`config.mk`:
```
export PLATFORM = sky130hd
export DESIGN_NAME = unified_mem_arbiter
export DESIGN_NICKNAME = d
export VERILOG_FILES = /design/src/rtl/unified_mem_arbiter.sv
export SDC_FILE = /design/constraint.sdc
export NUM_CORES = 1
export LEC_CHECK = 0
export CORE_MARGIN = 4
export CORE_UTILIZATION = 35
export DETAILED_ROUTE_END_ITERATION = 12
export PLACE_DENSITY = 0.76
export SYNTH_ARGS = -nofsm -noshare
export SYNTH_HDL_FRONTEND = slang
export SYNTH_SLANG_ARGS = --single-unit
```
`constraint.sdc`:
```
create_clock -name clk -period 11.95 [get_ports clk]
set_input_delay 2.39 -clock clk [delete_from_list [all_inputs] [get_ports clk]]
set_output_delay 2.39 -clock clk [all_outputs]
set_load 0.02 [all_outputs]
```
`src/rtl/unified_mem_arbiter.sv`:
```
// Arbitrates the single-ported unified memory between IF and MEM stages over a
// registered req/ack handshake; MEM has priority, and a watchdog traps hung accesses.
module unified_mem_arbiter #(
    parameter int unsigned TIMEOUT = 255
) (
    input  logic        clk,
    input  logic        reset,
    input  logic        if_req,
    input  logic [31:0] if_addr,
    output logic [31:0] if_rdata,
    input  logic        mem_read,
    input  logic        mem_write,
    input  logic [31:0] mem_addr,
    input  logic [31:0] mem_wdata,
    output logic [31:0] mem_rdata,
    output logic        stall,
    output logic        m_req,
    output logic        m_we,
    output logic [31:0] m_addr,
    output logic [31:0] m_wdata,
    input  logic [31:0] m_rdata,
    input  logic        m_ack,
    output logic        bus_error
);

    localparam logic [1:0] StIdle  = 2'd0;
    localparam logic [1:0] StData  = 2'd1;
    localparam logic [1:0] StInst  = 2'd2;
    localparam logic [1:0] StError = 2'd3;

    localparam logic [9:0] TimeoutCnt = 10'(TIMEOUT);

    logic [1:0]  state_q, state_d;
    logic        d_served_q, d_served_d;
    logic        i_served_q, i_served_d;
    logic [9:0]  wait_cnt_q, wait_cnt_d;
    logic [9:0]  wait_cnt_inc;
    logic        m_req_q, m_req_d;
    logic        m_we_q, m_we_d;
    logic [31:0] m_addr_q, m_addr_d;
    logic [31:0] m_wdata_q, m_wdata_d;
    logic [31:0] if_rdata_q, if_rdata_d;
    logic [31:0] mem_rdata_q, mem_rdata_d;
    logic        bus_error_q, bus_error_d;
    logic        d_pend;
    logic        i_pend;

    assign d_pend       = (mem_read | mem_write) & ~d_served_q;
    assign i_pend       = if_req & ~i_served_q;
    assign stall        = (state_q == StError) | d_pend | i_pend;
    assign wait_cnt_inc = wait_cnt_q + 10'd1;

    always_comb begin
        state_d     = state_q;
        d_served_d  = d_served_q;
        i_served_d  = i_served_q;
        wait_cnt_d  = wait_cnt_q;
        m_req_d     = m_req_q;
        m_we_d      = m_we_q;
        m_addr_d    = m_addr_q;
        m_wdata_d   = m_wdata_q;
        if_rdata_d  = if_rdata_q;
        mem_rdata_d = mem_rdata_q;
        bus_error_d = bus_error_q;

        case (state_q)
            StIdle: begin
                if (d_pend) begin
                    state_d    = StData;
                    m_req_d    = 1'b1;
                    m_we_d     = mem_write;
                    m_addr_d   = mem_addr;
                    m_wdata_d  = mem_wdata;
                    wait_cnt_d = 10'd0;
                end else if (i_pend) begin
                    state_d    = StInst;
                    m_req_d    = 1'b1;
                    m_we_d     = 1'b0;
                    m_addr_d   = if_addr;
                    wait_cnt_d = 10'd0;
                end
            end
            StData, StInst: begin
                // An ack in the cycle the watchdog would expire still completes.
                if (m_ack) begin
                    state_d = StIdle;
                    m_req_d = 1'b0;
                    if (state_q == StData) begin
                        d_served_d = 1'b1;
                        if (!m_we_q) begin
                            mem_rdata_d = m_rdata;
                        end
                    end else begin
                        i_served_d = 1'b1;
                        if_rdata_d = m_rdata;
                    end
                end else if (wait_cnt_inc == TimeoutCnt) begin
                    state_d     = StError;
                    m_req_d     = 1'b0;
                    bus_error_d = 1'b1;
                end else begin
                    wait_cnt_d = wait_cnt_inc;
                end
            end
            default: begin
                m_req_d     = 1'b0;
                bus_error_d = 1'b1;
            end
        endcase

        // The pipeline advances on any unstalled edge, so the next instruction
        // starts with fresh served flags.
        if (!stall) begin
            d_served_d = 1'b0;
            i_served_d = 1'b0;
        end
    end

    always_ff @(posedge clk or posedge reset) begin
        if (reset) begin
            state_q     <= StIdle;
            d_served_q  <= 1'b0;
            i_served_q  <= 1'b0;
            wait_cnt_q  <= 10'd0;
            m_req_q     <= 1'b0;
            m_we_q      <= 1'b0;
            m_addr_q    <= 32'd0;
            m_wdata_q   <= 32'd0;
            if_rdata_q  <= 32'd0;
            mem_rdata_q <= 32'd0;
            bus_error_q <= 1'b0;
        end else begin
            state_q     <= state_d;
            d_served_q  <= d_served_d;
            i_served_q  <= i_served_d;
            wait_cnt_q  <= wait_cnt_d;
            m_req_q     <= m_req_d;
            m_we_q      <= m_we_d;
            m_addr_q    <= m_addr_d;
            m_wdata_q   <= m_wdata_d;
            if_rdata_q  <= if_rdata_d;
            mem_rdata_q <= mem_rdata_d;
            bus_error_q <= bus_error_d;
        end
    end

    assign m_req     = m_req_q;
    assign m_we      = m_we_q;
    assign m_addr    = m_addr_q;
    assign m_wdata   = m_wdata_q;
    assign if_rdata  = if_rdata_q;
    assign mem_rdata = mem_rdata_q;
    assign bus_error = bus_error_q;

endmodule

```
==> run summary, run 1 <==
Routability Congestion: 0.8081
Pwr Density: 286.9 mW/mm2
Initial antenna violation count: 0
Clk root buf: clkbuf_16
Final setup violation count: 0
Largest net degree at the start of global routing: 75
Commonest non-fill, non-tap cell in the layout: clkdlybuf4s50_1
Vias per cell: 4.756
Most frequent cells in the layout: clkdlybuf4s50_1 (265), dfrtp_1 (145), mux2_2 (97), nand2_1 (42), o21ai_0 (41)
Synth Cell Area: 0.006115 mm2
Fillers: 1403
Post-Route WL: 16540 um
Ant diodes: 0
Result of the run: finished clean
Simple-Gate Fraction of Synth Area: 5.791%
Clock sink total: 145
GRT overflow: 0
CTS H-tree depth: 4
Max cap viols: 0
Crit. End Element: primary output
Synthesis warning total: 0
Post-CTS Resized: 0
Hold Path Depth: 1
Least-Margin Pin Slew: 0.8976 ns
Core Rows: 48
IR drop worst, VDD: 0.1560 mV
First-pass GRT wire length: 26240 um
Worst Path Max Fanout: 5
Cells after synthesis: 462
Critical Path AT: 4.00 ns
1st-pass router iterations: 5
Final nets: 866
Antenna-violating nets left: 0
Net count after synthesis: 602
Die area: 0.01965 mm2
Asr flop ratio synth: 100.0%
Number of port buffers: 265
Pins over their slew limit: 0
DRT iter0 DRCs: 109
Most used DFF post-synth: dfrtp_1
TritonCTS clock tree: yes
Largest family of logic cells by synthesized area: multiplexers
Layout cells sized above 1: 19.49%
Max-slew headroom: 40.16%
Final Hold Violating Endpoints: 0
Layout area overhead: 56.05%
Cts bufs inserted: 17
Die Ht: 140.2 um
Xor/xnor share of the synthesized area: 0.2865%
Post-synth EDFFs: 0
Critical Path RT: 9.56 ns
RSZ-0062 raised after global routing: no
CTS clock-pin slew for the worst setup and hold paths: 0.06 ns
DR WL/cell: 17.16 um
Setup CP Type: primary input to primary output
Multiplexer area fraction after synthesis: 23.27%
Die Wd: 140.2 um
Compound-Gate Fraction of Synth Area: 7.551%
DPL Wire Length: 12310 um
R2R depth: 5
Clk_lat worst skew: 0.41 ns
GRT Util Overall: 16.64%
Vias: 4585
Startpoint types: primary input
Leak: 4.000 nW
Top Ports: 266
Initial cell density of the core: 35.47%
Register area share after synthesis: 59.34%
Final worst path period share: 53.47%
Post-CTS Hold Buffers: 0
DRC: 0
Post-synth cell types: 49
Adder-cell area share of the yosys netlist: 1.228%
Mean area per synthesized cell: 13.24 um2
Core footprint: 0.01724 mm2
Synthesized flop and latch total: 145
Setup bufs post-CTS: 0
FMAX: 156.5 MHz
Vias in the first global route: 5155
HP Class: flip-flop to flip-flop
Clock Path Buffers: 2
Fin crit period: 6.389 ns
Hold WS: 0.4790 ns
Clock Skew: 0.008315 ns
Sum Neg Setup Slack: 0 ns
## flip-flops by register name (all words and copies together) (netlist names)
name,count
bus_error,1
d_served_q,1
i_served_q,1
if_rdata,32
m_addr,32
m_req,1
m_wdata,32
m_we,1
mem_rdata,32
state_q,2
wait_cnt_q,10
## layout make-up
| type | instances | area, um2 | area share (%) |
|---|---|---|---|
| clock inverters | 11 | 106.4 | 1.115 |
| repair buffers | 270 | 2690 | 28.19 |
| well taps | 225 | 281.5 | 2.950 |
| flip-flops and latches | 145 | 3628 | 38.03 |
| clock buffers | 21 | 450.4 | 4.721 |
| inverters | 10 | 42.54 | 0.4458 |
| multi-input cells | 282 | 2342 | 24.55 |
## power by group
group / total (W) / internal (W) / switching [W] / leakage (nW)
registers: 0.000861 / 0.000730 / 0.000131 / 1.75
logic: 0.00138 / 0.000699 / 0.000681 / 1.99
clock network: 0.000496 / 0.000293 / 0.000203 / 0.264
## metrics by stage
step	total power [W]	worst slack, ns	instance area (um2)	instances	utilization (%)
after floorplan	0.001624	5.665	6115	462	-
after global placement	0.002218	5.608	8985	932	52.13
after detailed placement	0.002265	5.562	8985	932	52.13
after CTS	0.002778	5.559	9542	964	55.36
after global routing	0.002900	5.486	9542	964	55.36
final	0.002738	5.561	9542	964	55.36
## path summary, 6_finish.rpt
check,startpoint,end,slack [ns]
setup / recovery,mem_write,stall,5.56
setup reg to reg,state_q[1],if_rdata[29],9.32
max in group asynchronous,reset,if_rdata[1],8.11
hold reg to reg,bus_error,bus_error,0.48
hold / removal,bus_error,bus_error,0.48
min in group asynchronous,reset,m_wdata[4],2.46
## Yosys cell counts (2+ instances only)
library cell / n / share of area (%)
nor2_1: 7 / 0.43
a31oi_1: 4 / 0.41
mux2i_1: 33 / 5.4
o41ai_1: 3 / 0.43
ha_1: 6 / 1.2
dfrtp_1: 145 / 59
buf_1: 5 / 0.31
o31ai_1: 2 / 0.25
nor2b_1: 2 / 0.20
o21a_1: 4 / 0.49
buf_2: 7 / 0.57
nand2b_1: 2 / 0.20
mux2_2: 97 / 18
nand2_1: 42 / 2.6
or2_2: 2 / 0.20
nand3_1: 4 / 0.33
clkbuf_1: 10 / 0.61
nand4_1: 2 / 0.20
buf_4: 2 / 0.25
o21ai_0: 41 / 3.4
inv_1: 10 / 0.61
o22ai_1: 2 / 0.20
a21oi_1: 4 / 0.33
## worst max-delay path, stage by stage
cell and delay [ns]:
clkdlybuf4s50_1 0.49, o21bai_4 0.18, nand2_1 0.13, nor2_1 0.21
inv_1 0.06, clkdlybuf4s50_1 0.53
## kinds of logic (layout without fill, tap and decap cells)
family | Yosys count | after routing
adders and majority gates | 6 | 6
AOI/OAI and AO/OA | 73 | 73
DFF | 145 | 145
muxes | 130 | 130
and+or+nand+nor | 71 | 71
xor gates and xnor gates | 2 | 2
buffers and inverters | 35 | 312
## metal layers
metal | GRT usage (%) | part of all wire [%]
met5 | 0 | 0
met4 | 4.488 | 1.4
met3 | 7.272 | 8.5
met2 | 29.66 | 53
met1 | 18.03 | 38
Power figures use the tool's default switching activity.
==> inputs of run 2 (changes only) <==
--- a/config.mk
+++ b/config.mk
@@ -8,7 +8,7 @@
 export CORE_MARGIN = 4
 export CORE_UTILIZATION = 35
 export DETAILED_ROUTE_END_ITERATION = 12
-export PLACE_DENSITY = 0.76
+export PLACE_DENSITY = 0.79
 export SYNTH_ARGS = -nofsm -noshare
 export SYNTH_HDL_FRONTEND = slang
 export SYNTH_SLANG_ARGS = --single-unit
==> constraint.sdc (replaced) <==
create_clock -name clk -period 5.55 [get_ports clk]
set_input_delay 1.11 -clock clk [delete_from_list [all_inputs] [get_ports clk]]
set_output_delay 1.11 -clock clk [all_outputs]
set_load 0.02 [all_outputs]
==> run summary, run 2 (synthesized netlist as in run 1, its figures left out) <==
Result of the run: finished clean
R2R depth: 5 (unchanged)
CTS clock-pin slew for the worst setup and hold paths: 0.06 ns (about the same)
Least-Margin Pin Slew: 0.9808 ns (+0.08319 ns)
Fin crit period: 3.858 ns
Hold Path Depth: 1 (unchanged)
Crit path largest cell delay: 0.54 ns (about the same)
TritonCTS clock tree: yes
Number of port buffers: 265 (unchanged)
Clock Path Buffers: 2 (unchanged)
Pins over their slew limit: 0 (unchanged)
Die Ht: 140.2 um (unchanged)
Ant diodes: 0 (unchanged)
R2r setup slk: 2.97 ns (-6.35 ns)
Antenna-violating nets left: 0 (unchanged)
DPL Wire Length: 11690 um (-5.0%)
HP Class: flip-flop to flip-flop
Critical Path AT: 2.75 ns (-1.25 ns)
Max-slew headroom: 34.38% (-5.8 points)
Final setup violation count: 0 (unchanged)
Net Switching: 0.002146 W (+110%)
Routability Congestion: 0.8209 (+1.6%)
Flop pwr share: 30.7% (-0.8 points)
First-pass GRT wire length: 25960 um (-1.1%)
Area after DPL: 0.008980 mm2 (about the same)
Leak: 4.020 nW (+0.50%)
Gr busiest metal: met2
Crit-path cells: clkdlybuf4s50_1 > o21bai_4 > nand2_1 > nor2_1 > inv_1 > clkdlybuf4s50_1
Switching fraction of total power: 36.02% (-1.1 points)
Dpl ws: 1.707 ns (-3.855 ns)
Met2 GRT Util: 27.32% (-2.3 points)
Die Wd: 140.2 um (unchanged)
Vias: 4595 (+0.22%)
Largest net degree at the start of global routing: 110 (+47%)
Sum Neg Setup Slack: 0 ns (unchanged)
CTS H-tree depth: 4 (unchanged)
Layout area overhead: 56.76%
Met3 usage: 6.282% (-0.99 points)
Setup CP Type: primary input to primary output
1st-pass router iterations: 4 (-1)
Core Rows: 48 (unchanged)
Vias per cell: 4.777 (+0.43%)
Max cap viols: 0 (unchanged)
Clock sink total: 145 (unchanged)
Crit. End Element: primary output
Post-route cell area: 0.009585 mm2 (+0.46%)
GRT Util Overall: 16.44% (-0.20 points)
GRT overflow: 0 (unchanged)
Initial cell density of the core: 35.47% (unchanged)
Pwr Density: 621.6 mW/mm2 (+120%)
Clk network pwr share: 19.7% (+1.6 points)
Post-Route WL: 15930 um (-3.7%)
Final nets: 865 (-0.12%)
IR drop worst, VDD: 0.3220 mV (+110%)
Vias in the first global route: 4882 (-5.3%)
Met1 Use GR: 19.80% (+1.8 points)
Cts bufs inserted: 17 (unchanged)
Layout cells sized above 1: 19.54% (+0.053 points)
Top Ports: 266 (unchanged)
Setup bufs post-CTS: 0 (unchanged)
Most used cell, CP: clkdlybuf4s50_1
DRC: 0 (unchanged)
Hold EP: bus_error
Initial antenna violation count: 0 (unchanged)
Final worst path period share: 69.52%
Most frequent cells in the layout: clkdlybuf4s50_1 (265), dfrtp_1 (145), mux2_2 (97), nand2_1 (41), o21ai_0 (41)
R2r endpoint: if_rdata[24]
DRT iter0 DRCs: 271 (+150%)
Final Hold Violating Endpoints: 0 (unchanged)
Total power draw: 0.005959 W (+120%)
Critical Path RT: 4.44 ns (-5.12 ns)
DR WL/cell: 16.56 um (-3.5%)
Crit Reg-Reg Startpoint: state_q[1]
Startpoint types: primary input
Die area: 0.01965 mm2 (unchanged)
Core footprint: 0.01724 mm2 (unchanged)
Clk_lat worst skew: 0.41 ns (about the same)
Clock Skew: 0.007477 ns (-0.0008379 ns)
Commonest non-fill, non-tap cell in the layout: clkdlybuf4s50_1
Final WS setup: 1.692 ns (-3.869 ns)
Clk root buf: clkbuf_16
P_int: 0.003812 W (+120%)
Post-CTS Resized: 0 (unchanged)
Hold path startpoint: bus_error
Post-CTS Hold Buffers: 0 (unchanged)
FMAX: 259.2 MHz
Worst Path Max Fanout: 5 (unchanged)
Combinational share of power: 49.6% (-0.8 points)
Slowest CP cell: clkdlybuf4s50_1
RSZ-0062 raised after global routing: no
run 2: changes by cell type in the layout (fill, tap and decap cells not counted), sizes merged:
cell,delta
bufinv,+2
clkinv,-2
inv,-2
buf,-1
clkbuf,+1
run 2: metal layers:
layer,routed length (um),up-vias
li1,-,2157
met1,6366,2240
met2,7879,177
met3,1403,21
met4,281,0
met5,0,-
run 2: stage by stage:
stage | utilization [%] | hold slack, ns | instances
2_1_floorplan | - | 0.4695 | 462
3_3_place_gp | 52.10 | 0.4433 | 931
3_5_place_dp | 52.10 | 0.4530 | 931
4_1_cts | 55.61 | 0.4677 | 962
5_1_grt | 55.61 | 0.4860 | 962
6_report | 55.61 | 0.4598 | 962
run 2: layout make-up:
type	instances	area, um2
clock buffer	22	474.2
clock inverter	9	131.4
fill	1438	7651
inverter	10	42.54
multi-input combinational	282	2345
sequential	145	3628
tap	225	281.5
timing repair buffer	269	2683
run 2: power by group through the flow:
stage / Clock [W] / Sequential, W / Combinational, W
after floorplan: 0 / 0.00242 / 0.00107
after global placement: 0 / 0.00182 / 0.00297
after detailed placement: 0 / 0.00185 / 0.00299
after CTS: 0.00120 / 0.00183 / 0.00300
after global routing: 0.00125 / 0.00190 / 0.00316
final: 0.00117 / 0.00183 / 0.00296
run 2: worst max-delay path by stage:
stage	slack [ns]	to	from
5_1_grt	1.62	stall	mem_write
3_3_place_gp	1.71	stall	mem_write
4_1_cts	1.68	stall	mem_write
3_5_place_dp	1.71	stall	mem_write
6_report	1.69	stall	mem_write
2_1_floorplan	0.55	bus_error	reset
run 2: worst max-delay path: cells and delay by family:
| kind | cells | cell delay, ns |
|---|---|---|
| compound gates | 1 | 0.18 |
| buf+inv | 3 | 1.08 |
| simple gates | 2 | 0.36 |
